`src/rtl/phase_timer.sv`:
```
// rtl/phase_timer.sv - phase countdown timer for the light sequencer, 1 s timebase, finished pulse per phase
// Optional macro PHASE_TIMER_EXTEND_EN enables the once-per-phase extension request.
module phase_timer #(
  parameter int CLK_HZ  = 10000,
  parameter int TICK_HZ = 1,
  parameter int EXT_SEC = 5
) (
  input  logic        clk,
  input  logic        reset,
  input  logic        enable,
  input  logic [15:0] secondsToCount,
  input  logic        ext_req,
  output logic        finished,
  output logic [15:0] remaining,
  output logic        tick
);

  localparam int PRESCALE = CLK_HZ / TICK_HZ;
  localparam int PW = (PRESCALE > 2) ? $clog2(PRESCALE) : 1;
  localparam logic [PW-1:0] PS_LAST = PW'(PRESCALE - 1);
  localparam logic [15:0] EXT_W = 16'(EXT_SEC);

  typedef enum logic [1:0] {KICK, DONE, LOAD, COUNT} state_t;

  state_t        state;
  logic [PW-1:0] prescaler;
  logic          tick_q;
  logic          last;
  logic [15:0]   rem_dec;
  logic          ext_take;
  logic [15:0]   ext_val;

  assign last    = (prescaler == PS_LAST);
  assign rem_dec = (remaining != 16'd0) ? remaining - 16'd1 : 16'd0;

`ifdef PHASE_TIMER_EXTEND_EN
  logic        ext_used;
  logic [16:0] ext_sum;

  // A coincident final tick is folded in first, so the extension keeps the phase alive.
  assign ext_sum  = {1'b0, (last ? rem_dec : remaining)} + {1'b0, EXT_W};
  assign ext_val  = ext_sum[16] ? 16'hFFFF : ext_sum[15:0];
  assign ext_take = (state == COUNT) && ext_req && !ext_used && (remaining <= EXT_W);
`else
  assign ext_val  = remaining;
  assign ext_take = ext_req & 1'b0 & (EXT_W == 16'd0);
`endif

  // Outputs are gated by enable so a frozen DONE or tick is issued on the first enabled cycle.
  assign finished = (state == DONE) && enable;
  assign tick     = tick_q && enable;

  always_ff @(posedge clk) begin
    if (reset) begin
      state     <= KICK;
      prescaler <= '0;
      remaining <= 16'd0;
      tick_q    <= 1'b0;
`ifdef PHASE_TIMER_EXTEND_EN
      ext_used  <= 1'b0;
`endif
    end else if (enable) begin
      case (state)
        KICK: begin
          tick_q <= 1'b0;
          state  <= DONE;
        end
        DONE: begin
          tick_q <= 1'b0;
          state  <= LOAD;
        end
        LOAD: begin
          tick_q    <= 1'b0;
          remaining <= (secondsToCount == 16'd0) ? 16'd1 : secondsToCount;
          prescaler <= '0;
`ifdef PHASE_TIMER_EXTEND_EN
          ext_used  <= 1'b0;
`endif
          state     <= COUNT;
        end
        COUNT: begin
          if (last) begin
            prescaler <= '0;
            tick_q    <= 1'b1;
          end else begin
            prescaler <= prescaler + 1'b1;
            tick_q    <= 1'b0;
          end
          if (ext_take) begin
            remaining <= ext_val;
`ifdef PHASE_TIMER_EXTEND_EN
            ext_used  <= 1'b1;
`endif
          end else if (last) begin
            remaining <= rem_dec;
            if (remaining <= 16'd1) state <= DONE;
          end
        end
        default: state <= KICK;
      endcase
    end
  end

endmodule

```
`config.mk`:
```
export PLATFORM = sky130hd
export DESIGN_NAME = phase_timer
export DESIGN_NICKNAME = d
export VERILOG_FILES = /design/src/rtl/phase_timer.sv
export SDC_FILE = /design/constraint.sdc
export NUM_CORES = 1
export LEC_CHECK = 0
export CAP_MARGIN = 20
export CORE_MARGIN = 2
export CORE_UTILIZATION = 40
export CTS_BUF_LIST = sky130_fd_sc_hd__clkbuf_8
export CTS_CLUSTER_DIAMETER = 120
export DETAILED_ROUTE_END_ITERATION = 12
export GPL_ROUTABILITY_DRIVEN = 0
export PLACE_DENSITY = 0.66
export SLEW_MARGIN = 20
export SYNTH_ARGS = -nofsm -noshare
export SYNTH_HDL_FRONTEND = slang
export SYNTH_SLANG_ARGS = --single-unit
```
`constraint.sdc`:
```
create_clock -name clk -period 3 [get_ports clk]
set_clock_uncertainty 0.15 [all_clocks]
set_input_delay 0.6 -clock clk [delete_from_list [all_inputs] [get_ports clk]]
set_output_delay 0.6 -clock clk [all_outputs]
set_load 0.05 [all_outputs]
```
==> flow_summary.toml, run 1 <==
[synthesis]
synth_area_per_cell_um2 = 7.93
synth_nets = 283
syn_inst = 256
netlist_area_um2 = 2030
yosys.cell_types.count = 51
yosysSeqAreaShare_pct = 32.6
synth_flop_cell = "dfxtp_1"
synth-edff-count = 0
ys_ff_latch = 33
yosysTopAreaCell = "dfxtp_1"
ys.warnings.count = 0
ys_async_sr_fraction_pct = 0
synth_area_leaders = "dfxtp_1 (33%), nor2_1 (6.1%), ha_1 (4.3%)"
netlist.area_leader.share_pct = 32.6

[min_path]
min_to = "prescaler[13]$_SDFFE_PP0P_"
worstHoldStart = "prescaler[13]$_SDFFE_PP0P_"
hold_depth = 1
hp-class = "reg -> reg"

[cts]
cts_setup_buffers = 0
clkSlewWorstSetupHoldPaths_ns = 0.08
cts_tree = "built"
cts_buffer_depth = 2
cts_sinks = 33
worstSkewPairLatency_ns = 0.29
holdBufCountCts = 0
cts_resized = 0
cts_inserted_buffers = 5
cts-root-buf = "clkbuf_8"
htree_levels = 2

[placement]
io_buffers = 36
hpwl_um = 3990
postPlaceCellArea_um2 = 2480
dp_cells = 351

[sta]
slew_viol_final = 0
max_slew_margin_pct = 50.5
rsz0062_at_grt = "false"
setup_viol = 0
finalCritPeriodShare_pct = 84.8
period_needed_ns = 2.55
fmax_ghz = 0.393
finalHoldViolCount = 0
finalSetupTns_ns = 0
tightestPinTransition_ns = 0.736

[routing]
wl_met2_um = 2510
drc_errors = 0
vias_per_cell = 5.67
drt_iter0_markers = 227
top_layer = "met4"
wl_met3_um = 295
post_drt_wl_per_cell_um = 15.4
met1Wirelength_um = 2690
final_antenna_net_count = 0
wl_um = 5530
via_count = 2035
drt_pre_antenna_iters = 5

[floorplanning]
die_h_um = 75.2
io_pins = 38
die-area_um2 = 5660
num_rows = 25
fp.dieW_um = 75.2
floorplan.initialDensity_pct = 42.1
core-area_um2 = 4820

[setup_path]
critPathKind = "reg -> reg"
worst_setup_path_end_kind = "flop"
crit_path_max_fanout = 10
critPathRequiredTime_ns = 3.00
timing.rr.start = "remaining[4]$_SDFFE_PP0P_"
r2r_end = "remaining[0]$_SDFFE_PP0P_"
rr_worst_depth = 5
arrival_ns = 2.54
ff2ff_setup_slack_ns = 0.45
critPathLaunchType = "flop"

[final_layout]
layoutNonFillerInstCount = 359
final_area_um2 = 2610
synthToLayoutAreaGrowth_pct = 28.7
fin_nets = 318
layout_common_cells = "clkdlybuf4s50_1 (34), nor2_1 (33), dfxtp_1 (33)"
drive_gt1_share_pct = 9.25
final_common_cell = "clkdlybuf4s50_1"
n_fill_cell = 471
diodes = 0

[job]
cap_violations = 0

[global_route]
antenna_found_initial = 0
grt_first_pass_wirelength_um = 9120
grt_max_degree = 26
grt.total_usage_pct = 21.2
grt_pass1_vias = 1859
grt-ovfl-total = 0

[power_and_ir_drop]
leakagePower_uw = 0.000889
ir_drop_uv = 248
power_per_cell_area_nw_per_um2 = 490

[outcome]
outcome = "completed"
## layout make-up
class	count	area [µm²]	share of cell area, %
Tap cell	67	83.8	3.21
Sequential cell	33	661	25.3
Clock buffer	5	68.8	2.64
Inverter	8	30.0	1.15
Timing Repair Buffer	42	425	16.3
Multi-Input combinational cell	201	1280	48.9
Clock inverter	3	65.1	2.49
## synth_stat cells (all sizes together), types with 3 or more instances
master   instances
xnor2            7
o21ai           16
xor2             4
nor4            13
a21oi           15
a31oi            6
nand3            9
inv              7
a211oi           8
ha               7
nand2           20
nor2b            5
nand2b           3
dfxtp           33
buf              8
or4              4
clkbuf           6
nor2            33
o2111ai          4
nor3            10
or3              6
## sequential cells by signal, indices dropped and copies added (netlist names)
name / count
prescaler: 14
remaining: 16
state: 2
tick_q: 1
## critical path, cell delays in order (launching register included)
cell and delay, ns:
dfxtp_1 0.38, or4_1 0.70, nor4_4 0.52, a21oi_2 0.29, a211oi_1 0.30, a211oi_1 0.07
## through the flow
step / total power (µW) / hold slack [ns] / util [%] / setup slack [ns]
global route: 1340 / 0.360 / 54.2 / 0.319
finish: 1280 / 0.333 / 54.2 / 0.455
detailed placement: 777 / 0.315 / 51.4 / 0.491
floorplan: 680 / 0.292 / - / 0.573
CTS: 1290 / 0.329 / 54.2 / 0.499
global placement: 776 / 0.310 / 51.4 / 0.532
## how the worst max path moves through the flow
stage	startpoint	end	slack, ns
floorplan	remaining[4]$_SDFFE_PP0P_	remaining[0]$_SDFFE_PP0P_	0.57
global placement	enable	prescaler[12]$_SDFFE_PP0P_	0.53
detailed placement	remaining[4]$_SDFFE_PP0P_	remaining[0]$_SDFFE_PP0P_	0.49
CTS	remaining[4]$_SDFFE_PP0P_	remaining[0]$_SDFFE_PP0P_	0.50
global route	remaining[4]$_SDFFE_PP0P_	remaining[0]$_SDFFE_PP0P_	0.32
finish	remaining[4]$_SDFFE_PP0P_	remaining[0]$_SDFFE_PP0P_	0.45
## cell families (layout without fill, tap and decap cells)
family	Yosys count	after routing	synth area share, %
simple gates	115	115	30.3
compound gates	66	66	22.6
flops	33	33	32.6
xor+xnor	11	11	4.75
fa+ha+maj	7	7	4.32
buf+inv	22	58	4.50
mux	2	2	0.986
## metal layers
layer | up-vias | GRT usage, %
met3 | 2 | 5.22
met1 | 953 | 30.4
met2 | 62 | 31.4
met4 | 0 | 6.63
li1 | 1018 | -
met5 | - | 0
## report_power, final
group,internal [µW],switching (µW)
Sequential,452,20.7
Combinational,117,184
Clock,330,176
(Power assumes the default switching activity.)
==> run 2, diff against run 1 <==
==> constraint.sdc (replaced) <==
create_clock -name clk -period 2.6 [get_ports clk]
set_clock_uncertainty 0.15 [all_clocks]
set_input_delay 0.52 -clock clk [delete_from_list [all_inputs] [get_ports clk]]
set_output_delay 0.52 -clock clk [all_outputs]
set_load 0.05 [all_outputs]
==> run 2 against run 1 <==
Sequential share of layout area increased by 0.073 points. Via count rose by 0.49%. Combinational power increased by 17%. Wire length rose by 1.1%. Largest power group is now registers.
==> flow_summary.toml, run 2 (same netlist as run 1, synthesis figures left out) <==
[routing]
post_drt_wl_per_cell_um = 15.3
wl_met3_um = 337
via_count = 2045
wl_met2_um = 2530
wl_um = 5580
drt_iter0_markers = 214
top_layer = "met4"
met1Wirelength_um = 2650
drt_pre_antenna_iters = 4
drc_errors = 0
final_antenna_net_count = 0
vias_per_cell = 5.62

[final_layout]
reg.largest.list = "remaining: 16 flops, prescaler: 14 flops, state: 2 flops"
largest_reg_flops = 16
drive_gt1_share_pct = 11.1
diodes = 0
final_common_cell = "clkdlybuf4s50_1"
regMostFlops = "remaining"
n_fill_cell = 485
synthToLayoutAreaGrowth_pct = 28.3
layout_common_cells = "clkdlybuf4s50_1 (34), nor2_1 (33), dfxtp_1 (33)"
fin_nets = 323

[setup_path]
timing.rr.start = "remaining[5]$_SDFFE_PP0P_"
crit_path_max_fanout = 10
cpMaxStageDelayCell = "or4_1"
critPathKind = "reg -> reg"
critPathLaunchType = "flop"
critPathRequiredTime_ns = 2.60
timing.critical_path.buf_inv = 0
ff2ff_setup_slack_ns = 0.13
path_common_cell = "a211oi_1"
worstPathCellList = "or4_1 > nor4_4 > a21oi_2 > a211oi_1 > a211oi_1"
cpLargestDelayFamily = "simple AND/OR/NAND/NOR gates"
arrival_ns = 2.46
r2r_end = "remaining[0]$_SDFFE_PP0P_"
cp-startpoint = "remaining[5]$_SDFFE_PP0P_"
crit_path_end = "remaining[0]$_SDFFE_PP0P_"
critPathMaxStageDelay_ns = 0.69
critical_path_depth = 5
rr_worst_depth = 5
worst_setup_path_end_kind = "flop"

[sta]
tightestPinTransition_ns = 0.737
fmax_ghz = 0.406
finalHoldViolCount = 0
rsz0062_at_grt = "false"
finalCritPeriodShare_pct = 94.8
setup_ws_ns = 0.134
period_needed_ns = 2.47
max_slew_margin_pct = 50.9
setup_viol = 0
finalSetupTns_ns = 0
slew_viol_final = 0

[cts]
cts_resized = 0
holdBufCountCts = 0
htree_levels = 2
worstSkewPairLatency_ns = 0.29
cts-root-buf = "clkbuf_8"
cts_setup_buffers = 0
cts_sinks = 33
cts_tree = "built"
cts_inserted_buffers = 5
clkSlewWorstSetupHoldPaths_ns = 0.07
cts_buffer_depth = 2

[job]
cap_violations = 0

[placement]
io_buffers = 36
dp_slack_ns = 0.133
hpwl_um = 4170

[power_and_ir_drop]
power_per_cell_area_nw_per_um2 = 494
ir_drop_uv = 221
p_total_uw = 1290
leakagePower_uw = 0.000890

[global_route]
antenna_found_initial = 0
grt.total_usage_pct = 22.2
grt-ovfl-total = 0
grt_first_pass_wirelength_um = 9550
grt_max_degree = 26
grt_pass1_vias = 1938

[floorplanning]
floorplan.initialDensity_pct = 42.1
core-area_um2 = 4820
io_pins = 38
fp.dieW_um = 75.2
die_h_um = 75.2
num_rows = 25
die-area_um2 = 5660

[outcome]
outcome = "completed"

[min_path]
hp-class = "reg -> reg"
## run 2: metrics by stage
step / cell area (µm²) / std cells / utilization, % / hold slack (ns)
3_3_place_gp: 2510 / 356 / 52.2 / 0.310
5_1_grt: 2600 / 364 / 54.1 / 0.369
6_report: 2600 / 364 / 54.1 / 0.334
2_1_floorplan: 2030 / 256 / - / 0.292
3_5_place_dp: 2510 / 356 / 52.2 / 0.321
4_1_cts: 2600 / 364 / 54.0 / 0.334
## run 2: worst min path at each step
stage                          startpoint  cells past startpoint                          to  slack (ns)
6_report       prescaler[13]$_SDFFE_PP0P_                      1  prescaler[13]$_SDFFE_PP0P_        0.33
5_1_grt        prescaler[13]$_SDFFE_PP0P_                      1  prescaler[13]$_SDFFE_PP0P_        0.37
4_1_cts        prescaler[13]$_SDFFE_PP0P_                      1  prescaler[13]$_SDFFE_PP0P_        0.33
3_5_place_dp   prescaler[13]$_SDFFE_PP0P_                      1  prescaler[13]$_SDFFE_PP0P_        0.32
3_3_place_gp   prescaler[13]$_SDFFE_PP0P_                      1  prescaler[13]$_SDFFE_PP0P_        0.31
2_1_floorplan  prescaler[13]$_SDFFE_PP0P_                      1  prescaler[13]$_SDFFE_PP0P_        0.29
## run 2: area by class of cell
type                            instances  area, µm²  area share, %
Timing Repair Buffer                   47        463           17.8
Clock buffer                            5       68.8           2.64
Sequential cell                        33        661           25.4
Inverter                                8       30.0           1.15
Tap cell                               67       83.8           3.22
Clock inverter                          3       17.5          0.673
Multi-Input combinational cell        201       1280           49.2
## run 2: metal layers
| metal | vias to the layer above | track usage [%] |
|---|---|---|
| met5 | - | 0 |
| li1 | 1029 | - |
| met4 | 0 | 6.43 |
| met3 | 8 | 3.35 |
| met2 | 60 | 34.4 |
| met1 | 948 | 31.9 |
## run 2: power breakdown
group	leakage [µW]	switching, µW	internal, µW
logic	0.000578	212	139
clock network	0.0000439	206	185
registers	0.000267	22.4	522
total	0.000890	440	845
==> run 3, diff against run 2 <==
--- a/config.mk
+++ b/config.mk
@@ -6,6 +6,7 @@
 export NUM_CORES = 1
 export LEC_CHECK = 0
 export CAP_MARGIN = 20
+export CORE_ASPECT_RATIO = 1.1
 export CORE_MARGIN = 2
 export CORE_UTILIZATION = 40
 export CTS_BUF_LIST = sky130_fd_sc_hd__clkbuf_8
@@ -13,7 +14,6 @@
 export DETAILED_ROUTE_END_ITERATION = 12
 export GPL_ROUTABILITY_DRIVEN = 0
 export PLACE_DENSITY = 0.66
-export SLEW_MARGIN = 20
 export SYNTH_ARGS = -nofsm -noshare
 export SYNTH_HDL_FRONTEND = slang
 export SYNTH_SLANG_ARGS = --single-unit
==> run 3 against run 2 <==
Wire length decreased by 1.9%. Final area up 0.91%. Count of clock-buffer cells in the layout up 1. Die area is essentially flat. Hold slack improved by 0.0081 ns. Non-clock buffer count grew 1. Critical path type unchanged. Critical endpoint is now remaining[1]$_SDFFE_PP0P_. Largest cell class unchanged. Largest power group unchanged.
==> flow_summary.toml, run 3 (same netlist as run 1, synthesis figures left out) <==
[setup_path]
worstPathCellList = "or4_1 > nor4_4 > a21oi_2 > a221oi_2 > a211oi_1"
cpLargestDelayFamily = "simple AND/OR/NAND/NOR gates"
rr_worst_depth = 5
critPathRequiredTime_ns = 2.60
arrival_ns = 2.47
r2r_end = "remaining[1]$_SDFFE_PP0P_"
ff2ff_setup_slack_ns = 0.12
critPathKind = "reg -> reg"
timing.rr.start = "remaining[5]$_SDFFE_PP0P_"
critPathLaunchType = "flop"
worst_setup_path_end_kind = "flop"
critPathMaxStageDelay_ns = 0.67
crit_path_max_fanout = 10
cpMaxStageDelayCell = "or4_1"
timing.critical_path.buf_inv = 0

[cts]
holdBufCountCts = 0
cts_tree = "built"
cts_sinks = 33
clkSlewWorstSetupHoldPaths_ns = 0.07
cts-root-buf = "clkbuf_8"
cts_inserted_buffers = 5
cts_setup_buffers = 0
worstSkewPairLatency_ns = 0.28
cts_resized = 0
htree_levels = 2
cts_buffer_depth = 2

[placement]
io_buffers = 36
hpwl_um = 4140
dp_cells = 348

[routing]
post_drt_wl_per_cell_um = 15.4
drt_pre_antenna_iters = 4
vias_per_cell = 5.87
drc_errors = 0
final_antenna_net_count = 0
drt_iter0_markers = 94
wl_um = 5480
via_count = 2089

[final_layout]
reg.largest.list = "remaining: 16 flops, prescaler: 14 flops, state: 2 flops"
layoutNonFillerInstCount = 356
regArea_um2 = 661
synthToLayoutAreaGrowth_pct = 29.5
largest_reg_flops = 16
diodes = 0
fin_nets = 324
layout_common_cells = "clkdlybuf4s50_1 (34), nor2_1 (33), dfxtp_1 (33)"
final_common_cell = "clkdlybuf4s50_1"
multi_input_area_um2 = 1280
finalCoreUtilization_pct = 53.3
regMostFlops = "remaining"
drive_gt1_share_pct = 10.7
n_fill_cell = 462

[power_and_ir_drop]
comb_power_share_pct = 25.2
pwr-share-clk_pct = 35.9
p_sw_share_pct = 30.4
leakagePower_uw = 0.000914
ir_drop_uv = 258
p_seq_share_pct = 39.0
power_per_cell_area_nw_per_um2 = 531
internal_power_uw = 970
p_sw_uw = 424

[sta]
finalSetupTns_ns = 0
slew_viol_final = 0
period_needed_ns = 2.48
max_slew_margin_pct = 52.0
setup_viol = 0
finalHoldViolCount = 0
finalCritPeriodShare_pct = 95.3
rsz0062_at_grt = "false"
fmax_ghz = 0.403
tightestPinTransition_ns = 0.720

[floorplanning]
io_pins = 38
die_h_um = 78.7
fp.dieW_um = 71.9
die-area_um2 = 5660
core-area_um2 = 4930
num_rows = 27
floorplan.initialDensity_pct = 41.1

[global_route]
grt-ovfl-total = 0
grt_first_pass_wirelength_um = 9260
grt.total_usage_pct = 20.5
antenna_found_initial = 0
grt_pass1_vias = 1999
grt_max_degree = 18

[min_path]
worstHoldStart = "prescaler[13]$_SDFFE_PP0P_"
hp-class = "reg -> reg"
min_to = "prescaler[13]$_SDFFE_PP0P_"
hold_depth = 1

[job]
cap_violations = 0

[outcome]
outcome = "completed"
-- run 3: cell types whose count changed in the layout (fill, tap and decap cells not counted), sizes merged --
| cell | change |
|---|---|
| clkinvlp | -1 |
| bufinv | +1 |
| clkinv | -2 |
| buf | +1 |
| inv | +1 |
| clkbuf | +1 |
-- run 3: area by class of cell --
type,count,area share (%)
Clock buffer,6,3.14
Sequential cell,33,25.1
Tap cell,58,2.76
Inverter,8,1.14
Multi-Input combinational cell,201,48.6
Timing Repair Buffer,48,17.9
Clock inverter,2,1.29
-- run 3: per-stage QoR --
step	power [µW]	hold slack (ns)	instance area, µm²	setup WS (ns)
2_1_floorplan	784	0.292	2030	0.173
4_1_cts	1400	0.343	2630	0.147
6_report	1390	0.342	2630	0.122
3_5_place_dp	902	0.333	2510	0.155
5_1_grt	1460	0.387	2630	0.00398
3_3_place_gp	900	0.320	2510	0.167
-- run 3: power by group through the flow --
| stage | Clock, µW | Combinational, µW | Sequential (µW) |
|---|---|---|---|
| floorplan | 0 | 189 | 595 |
| global placement | 0 | 345 | 555 |
| detailed placement | 0 | 348 | 555 |
| CTS | 509 | 349 | 543 |
| global route | 534 | 380 | 547 |
| finish | 500 | 351 | 543 |
-- run 3: how the worst max path moves through the flow --
stage | startpoint | to | slack [ns] | depth (start not counted)
6_report | remaining[5]$_SDFFE_PP0P_ | remaining[1]$_SDFFE_PP0P_ | 0.12 | 5
3_5_place_dp | remaining[5]$_SDFFE_PP0P_ | remaining[1]$_SDFFE_PP0P_ | 0.15 | 5
2_1_floorplan | remaining[4]$_SDFFE_PP0P_ | remaining[0]$_SDFFE_PP0P_ | 0.17 | 6
5_1_grt | prescaler[12]$_SDFFE_PP0P_ | remaining[10]$_SDFFE_PP0P_ | 0.004 | 5
4_1_cts | remaining[5]$_SDFFE_PP0P_ | remaining[1]$_SDFFE_PP0P_ | 0.15 | 5
3_3_place_gp | remaining[5]$_SDFFE_PP0P_ | remaining[1]$_SDFFE_PP0P_ | 0.17 | 5
-- run 3: routing by layer --
| layer | global-route usage, % | share of wire [%] | vias up |
|---|---|---|---|
| met5 | 0 | 0 | - |
| met4 | 8.49 | 2.4 | 0 |
| met3 | 5.20 | 6.0 | 14 |
| met2 | 33.5 | 47 | 74 |
| met1 | 25.5 | 45 | 972 |
| li1 | - | - | 1029 |
